[src/rtl/perc_voice.sv]
// Percussion voice: swept triangle oscillator plus LFSR noise, each with its own
// exponential decay envelope, computing one sample per start/finish handshake.
module perc_voice #(
   parameter int          W         = 24,
   parameter int          PHASE_W   = 24,
   parameter int          MULT_LAT  = 2,
   parameter logic [31:0] SEED      = 32'h1701D6F0,
   parameter logic [23:0] AMP_FLOOR = 24'd8388
) (
   input  logic               clk,
   input  logic               rst,
   input  logic               start,
   output logic               finish,
   input  logic [63:0]        mult_p,
   output logic [31:0]        mult_a,
   output logic [31:0]        mult_b,
   input  logic               trigger,
   input  logic               choke,
   input  logic [7:0]         velocity,
   input  logic [1:0]         mode,
   input  logic [PHASE_W-1:0] freq_start,
   input  logic [PHASE_W-1:0] freq_end,
   input  logic [PHASE_W-1:0] freq_step,
   input  logic [23:0]        tone_decay,
   input  logic [23:0]        noise_decay,
   output logic [W-1:0]       wave_out
);

   typedef enum logic [2:0] {
      IDLE, ENV_TONE, ENV_NOISE, OSC, MIX_TONE, MIX_NOISE, FINISH
   } state_t;

   localparam int               CNT_W    = (MULT_LAT > 1) ? $clog2(MULT_LAT) : 1;
   localparam logic [CNT_W-1:0] CNT_LAST = CNT_W'(MULT_LAT - 1);
   localparam logic [31:0]      TAPS     = 32'h80200003;

   state_t             state, state_next;
   logic [CNT_W-1:0]   cnt;
   logic               cnt_done, mul_state;
   logic [23:0]        amp_tone, amp_noise;
   logic [PHASE_W-1:0] phase, freq_cur, freq_dec;
   logic [PHASE_W:0]   freq_diff;
   logic [31:0]        lfsr, lfsr_next;
   logic [63:0]        mix, mix_sum;
   logic [PHASE_W+23:0] phase_ext;
   logic [22:0]        t_hi;
   logic [23:0]        tri_u, tri_val, noise;
   logic               unused_bits;

   assign cnt_done = (cnt == CNT_LAST);
   assign finish   = (state == FINISH);

   // Narrow phase widths are zero-padded below so the 24-bit triangle slice always exists.
   assign phase_ext = {phase, 24'd0};
   assign t_hi      = phase_ext[PHASE_W+22 -: 23];
   assign tri_u     = phase[PHASE_W-1] ? {1'b0, ~t_hi} : {1'b0, t_hi};
   assign tri_val   = (tri_u - 24'h400000) << 1;
   assign noise     = lfsr[31:8];

   assign lfsr_next = lfsr[0] ? ((lfsr >> 1) ^ TAPS) : (lfsr >> 1);

   // Sweep subtraction carries an extra borrow bit so an underflow clamps instead of wrapping.
   assign freq_diff = {1'b0, freq_cur} - {1'b0, freq_step};
   assign freq_dec  = (!freq_diff[PHASE_W] && (freq_diff[PHASE_W-1:0] > freq_end))
                      ? freq_diff[PHASE_W-1:0] : freq_end;

   assign mix_sum     = mix + (mode[0] ? 64'd0 : mult_p);
   assign unused_bits = ^{mix, phase_ext};

   always_ff @(posedge clk) begin
      if (rst) state <= IDLE;
      else     state <= state_next;
   end

   always_comb begin
      state_next = state;
      mult_a     = '0;
      mult_b     = '0;
      mul_state  = 1'b0;
      case (state)
         IDLE:      if (start) state_next = trigger ? OSC : ENV_TONE;
         ENV_TONE: begin
            mul_state = 1'b1;
            mult_a    = {8'd0, tone_decay};
            mult_b    = {8'd0, amp_tone};
            if (cnt_done) state_next = ENV_NOISE;
         end
         ENV_NOISE: begin
            mul_state = 1'b1;
            mult_a    = {8'd0, noise_decay};
            mult_b    = {8'd0, amp_noise};
            if (cnt_done) state_next = OSC;
         end
         OSC:       state_next = MIX_TONE;
         MIX_TONE: begin
            mul_state = 1'b1;
            mult_a    = {{8{tri_val[23]}}, tri_val};
            mult_b    = {8'd0, amp_tone};
            if (cnt_done) state_next = MIX_NOISE;
         end
         MIX_NOISE: begin
            mul_state = 1'b1;
            mult_a    = {{8{noise[23]}}, noise};
            mult_b    = {8'd0, amp_noise};
            if (cnt_done) state_next = FINISH;
         end
         FINISH:    state_next = IDLE;
         default:   state_next = IDLE;
      endcase
   end

   always_ff @(posedge clk) begin
      if (rst) begin
         cnt       <= '0;
         amp_tone  <= '0;
         amp_noise <= '0;
         phase     <= '0;
         freq_cur  <= '0;
         lfsr      <= SEED;
         mix       <= '0;
         wave_out  <= '0;
      end else begin
         cnt <= (mul_state && !cnt_done) ? cnt + 1'b1 : '0;
         case (state)
            IDLE: begin
               if (start && trigger) begin
                  amp_tone  <= {velocity, 16'h0};
                  amp_noise <= {velocity, 16'h0};
                  freq_cur  <= freq_start;
                  phase     <= '0;
               end else if (start) begin
                  if (choke) begin
                     amp_tone  <= '0;
                     amp_noise <= '0;
                  end
                  freq_cur <= freq_dec;
               end
            end
            ENV_TONE:  if (cnt_done) amp_tone  <= (amp_tone  < AMP_FLOOR) ? '0 : mult_p[47:24];
            ENV_NOISE: if (cnt_done) amp_noise <= (amp_noise < AMP_FLOOR) ? '0 : mult_p[47:24];
            OSC: begin
               phase <= phase + freq_cur;
               lfsr  <= lfsr_next;
            end
            MIX_TONE:  if (cnt_done) mix <= mode[1] ? 64'd0 : mult_p;
            MIX_NOISE: begin
               if (cnt_done) begin
                  mix      <= mix_sum;
                  wave_out <= mix_sum[48 -: W];
               end
            end
            default: ;
         endcase
      end
   end

endmodule

[config.mk]
export PLATFORM = sky130hd
export DESIGN_NAME = perc_voice
export DESIGN_NICKNAME = d
export VERILOG_FILES = /design/src/rtl/perc_voice.sv
export SDC_FILE = /design/constraint.sdc
export NUM_CORES = 1
export LEC_CHECK = 0
export ABC_CLOCK_PERIOD_IN_PS = 7600
export CORE_MARGIN = 8
export CORE_UTILIZATION = 54
export DETAILED_ROUTE_END_ITERATION = 10
export PLACE_DENSITY = 0.82
export SYNTH_ARGS = -nofsm -noshare
export SYNTH_HDL_FRONTEND = slang
export SYNTH_SLANG_ARGS = --single-unit
export TNS_END_PERCENT = 20
[constraint.sdc]
create_clock -name clk -period 7.6 [get_ports clk]
set_input_delay 1.9 -clock clk [delete_from_list [all_inputs] [get_ports clk]]
set_output_delay 1.9 -clock clk [all_outputs]
set_load 0.03 [all_outputs]
==> summary.txt <==
STA
  • Max Clock Skew: between 10 and 15 ps
  • Total negative slack: 0 ps
  • Final Max Slew Viols: 0
  • Fin worst setup slack: roughly 690 ps
  • Setup violations, final: 0
  • Period utilization: 0.909
  • Unrepaired setup endpoints after global routing: no
  • Fmax: between 0.1 and 0.15 GHz
  • Slew at the pin closest to its max-slew limit: 1320 ps
  • Final Hold Fails: 0
  • Rel. slew slack: 0.115
  • Fin crit period: 6910 ps

Power
  • Switch Pwr: between 1000 and 1500 uW
  • Combinational share of power: 0.266
  • Reg power frac: 0.353
  • P_leak: approximately 0.008 uW
  • PwrDens: about 170 nW/um^2
  • Switch share: 0.321
  • Worst IR Drop VDD: 0.146 mV
  • Clock network power share: 0.381
  • Pint: 2240 uW

Critical path
  • Worst-path fanout max: 27
  • Largest delay contributor family on the critical path: compound AO/OA/AOI/OAI gates
  • Endpoint class of the critical path: flop
  • Startpoint Class: input port
  • R2R Setup Slk: roughly 2100 ps
  • Crit-path cells: clkdlybuf4s50_1 > inv_1 > ha_1 > nor2b_1 > o2111ai_1 > a21oi_1 > nor4_2 > buf_4 > nor3_1 > a2111oi_1 > buf_4 > nor2_1 > xnor2_1 > ha_1 > nand4_1 > nor3_1 > o311a_1 > o21ai_1 > a21oi_4 > nor2_1 > a311o_1 > a32o_1
  • Setup CP Type: input port to flop
  • Crit path buffers/inverters: 4
  • CP Data Arrival Time: 7340 ps
  • Max stage delay cell, worst path: a21oi_4
  • Req. time, crit path: between 8000 and 9000 ps
  • CP Depth: 22
  • R2r worst-path depth: 20
  • Critical path's largest stage delay: 770 ps

Floorplanning
  • Core area: about 29000 um^2
  • Die H: ~190 um
  • Initial core utilization: 0.545
  • Rows: 62
  • Die Wd: around 190 um
  • I/O pins: ~290
  • Die ar.: approximately 34000 um^2

Detailed routing
  • Initial drt markers: around 1500
  • DRC errors left: 0
  • Vias per cell: ~6.2
  • Via count: roughly 16000
  • Detailed Routing Iterations Pass 1: 6
  • Final wirelength: between 50000 and 60000 um
  • Routed len/inst: about 20 um
  • Post-route ant nets: 0

Clocking
  • Number of H-tree levels: 1
  • PostCTS Resize Cnt: 0
  • CTS Buffer Depth: 3
  • Worst-path clk slew: about 60 ps
  • Clk Latency, worst-skew pair: between 500 and 600 ps
  • CTS Hold Bufs: 0
  • CTS Root Cell: clkbuf_16
  • CTS Sinks: 205
  • CTS tree: built
  • CTS Buf Count: 25
  • Post-CTS Setup Inserts: 0

Yosys
  • Mean post-synth cell area: 7.59 um^2
  • Ys async rst share: 0
  • Cells after synthesis: between 2000 and 2500
  • Syn. warnings: 0
  • Dominant cell type by area after synthesis: dfxtp_1
  • Synth top area cells: dfxtp_1 (26%), ha_1 (9.6%), a21oi_1 (6.8%)
  • Number of synthesized register bits: around 200
  • Area of the mapped netlist: 15600 um^2
  • Post-synth top area share: 0.264
  • Main flop type after synthesis: dfxtp_1
  • Sequential-to-total area share from yosys stat: 0.264
  • Cell variety after synth: between 80 and 90
  • Number of enable-type register cells in the synthesized netlist: 0

Cells and area
  • Fillers: around 2400
  • Final core occ: 0.672
  • Multi-input logic area: 10600 um^2
  • Nets: about 2600
  • Register Area: ~4100 um^2
  • Area grow syn2layout: 23.3%
  • Fraction of layout cells with a size suffix above 1: 0.0503
  • Finished Cell Area: approximately 19000 um^2

GRT
  • Largest net degree at the start of global routing: 77
  • First-pass GRT wire length: ~81000 um
  • Initial antenna violation count: 2
  • GRT Overall Usage: 0.288
  • Grt ovf: 0
  • Vias in the first global route: 15700

Flow run
  • Max Cap Viol: 0

Placement
  • Gpl congestion: between 0.9 and 1
  • Detail Placement HPWL: 38000 um
  • Pre-CTS WS: between 200 and 250 ps
  • Placed instance area: 18300 um^2
  • I/O Buffers: between 200 and 300

Worst hold path
  • Hold Path Depth: 2
  • Hold/Removal Path Class: flop to flop

Outcome
  • Outcome: complete, no violations
==> sequential cells by signal (all words and copies together) (netlist names) <==
signal / flops
lfsr: 32
mix: 49
cnt: 1
amp_noise: 24
phase: 24
state: 3
freq_cur: 24
wave_out: 24
amp_tone: 24
==> power by group through the flow <==
stage	Sequential, uW	Combinational, uW	Clock, uW
global route	1170	954	1310
CTS	1160	869	1270
detailed placement	1190	863	0
global placement	1190	846	0
floorplan	1160	573	0
finish	1170	879	1260
==> metrics by stage <==
| step | total power (uW) | instances | hold WS [ps] |
|---|---|---|---|
| 6_report | 3300 | 2631 | 456 |
| 5_1_grt | 3430 | 2631 | 475 |
| 4_1_cts | 3300 | 2630 | 456 |
| 3_5_place_dp | 2050 | 2586 | 445 |
| 3_3_place_gp | 2030 | 2586 | 432 |
| 2_1_floorplan | 1730 | 2056 | 422 |
==> worst min-delay path: cells and delay by family (launching register included) <==
family / cells / cell delay, ps
compound gates: 1 / 50
flops: 1 / 310
simple gates: 1 / 50
==> final timing paths <==
kind / start / end
worst max-delay path: freq_step[1] / freq_cur[15]
worst max register to register: freq_cur[1] / freq_cur[15]
worst min-delay path: lfsr[3] / lfsr[2]
worst min register to register: lfsr[3] / lfsr[2]
==> layer usage <==
metal / global-route usage / routed length (um)
met1: 0.355 / 20700
met2: 0.499 / 25500
met3: 0.0390 / 3890
met4: 0.113 / 1830
met5: 0 / 11
==> logic make-up (layout without fill, tap and decap cells) <==
group / after synthesis / after routing / synth area share
other cells: 1 / 9 / 0.000241
flops: 205 / 205 / 0.264
xor+xnor: 105 / 105 / 0.0591
simple gates: 717 / 717 / 0.213
buf+inv: 217 / 407 / 0.0567
mux: 18 / 18 / 0.0146
compound gates: 664 / 664 / 0.293
fa+ha+maj: 122 / 122 / 0.0996
==> cells in the mapped netlist (9+ instances only) <==
| library cell | n |
|---|---|
| a21oi_1 | 210 |
| dfxtp_1 | 205 |
| buf_1 | 9 |
| nor3_1 | 41 |
| or3_1 | 9 |
| clkbuf_1 | 114 |
| nor2b_1 | 65 |
| nor2_1 | 170 |
| a21o_1 | 43 |
| nand2_1 | 266 |
| a311oi_1 | 11 |
| nand4_1 | 21 |
| o21a_1 | 11 |
| o21bai_1 | 18 |
| a211oi_1 | 37 |
| o221ai_2 | 9 |
| and2_1 | 11 |
| a22oi_1 | 61 |
| a221oi_1 | 14 |
| nand2b_1 | 18 |
| nand3_1 | 71 |
| and3_1 | 11 |
| o211ai_1 | 14 |
| a31oi_1 | 19 |
| o21ai_0 | 82 |
| xor2_1 | 50 |
| o41ai_1 | 12 |
| a32oi_1 | 18 |
| buf_4 | 15 |
| a22o_1 | 33 |
| inv_1 | 74 |
| ha_1 | 119 |
| xnor2_1 | 55 |
==> cell usage in the layout (no fill, tap or decap), types with 55 or more instances in the layout <==
| cell | n |
|---|---|
| dfxtp_1 | 205 |
| o21ai_0 | 82 |
| inv_1 | 74 |
| nand3_1 | 71 |
| a22oi_1 | 61 |
| ha_1 | 119 |
| xnor2_1 | 55 |
| nor2_1 | 169 |
| nor2b_1 | 65 |
| clkdlybuf4s50_1 | 263 |
| nand2_1 | 266 |
| a21oi_1 | 210 |
==> cell type report <==
type                       instances  area share
multi-input combinational       1634       0.554
sequential                       205       0.214
timing repair buffer             288       0.148
clock buffer                      34      0.0375
tap                              384      0.0250
inverter                          75      0.0147
clock inverter                    10     0.00698
antenna                            1    0.000130
Note: power is estimated with default switching activity, not from simulation.
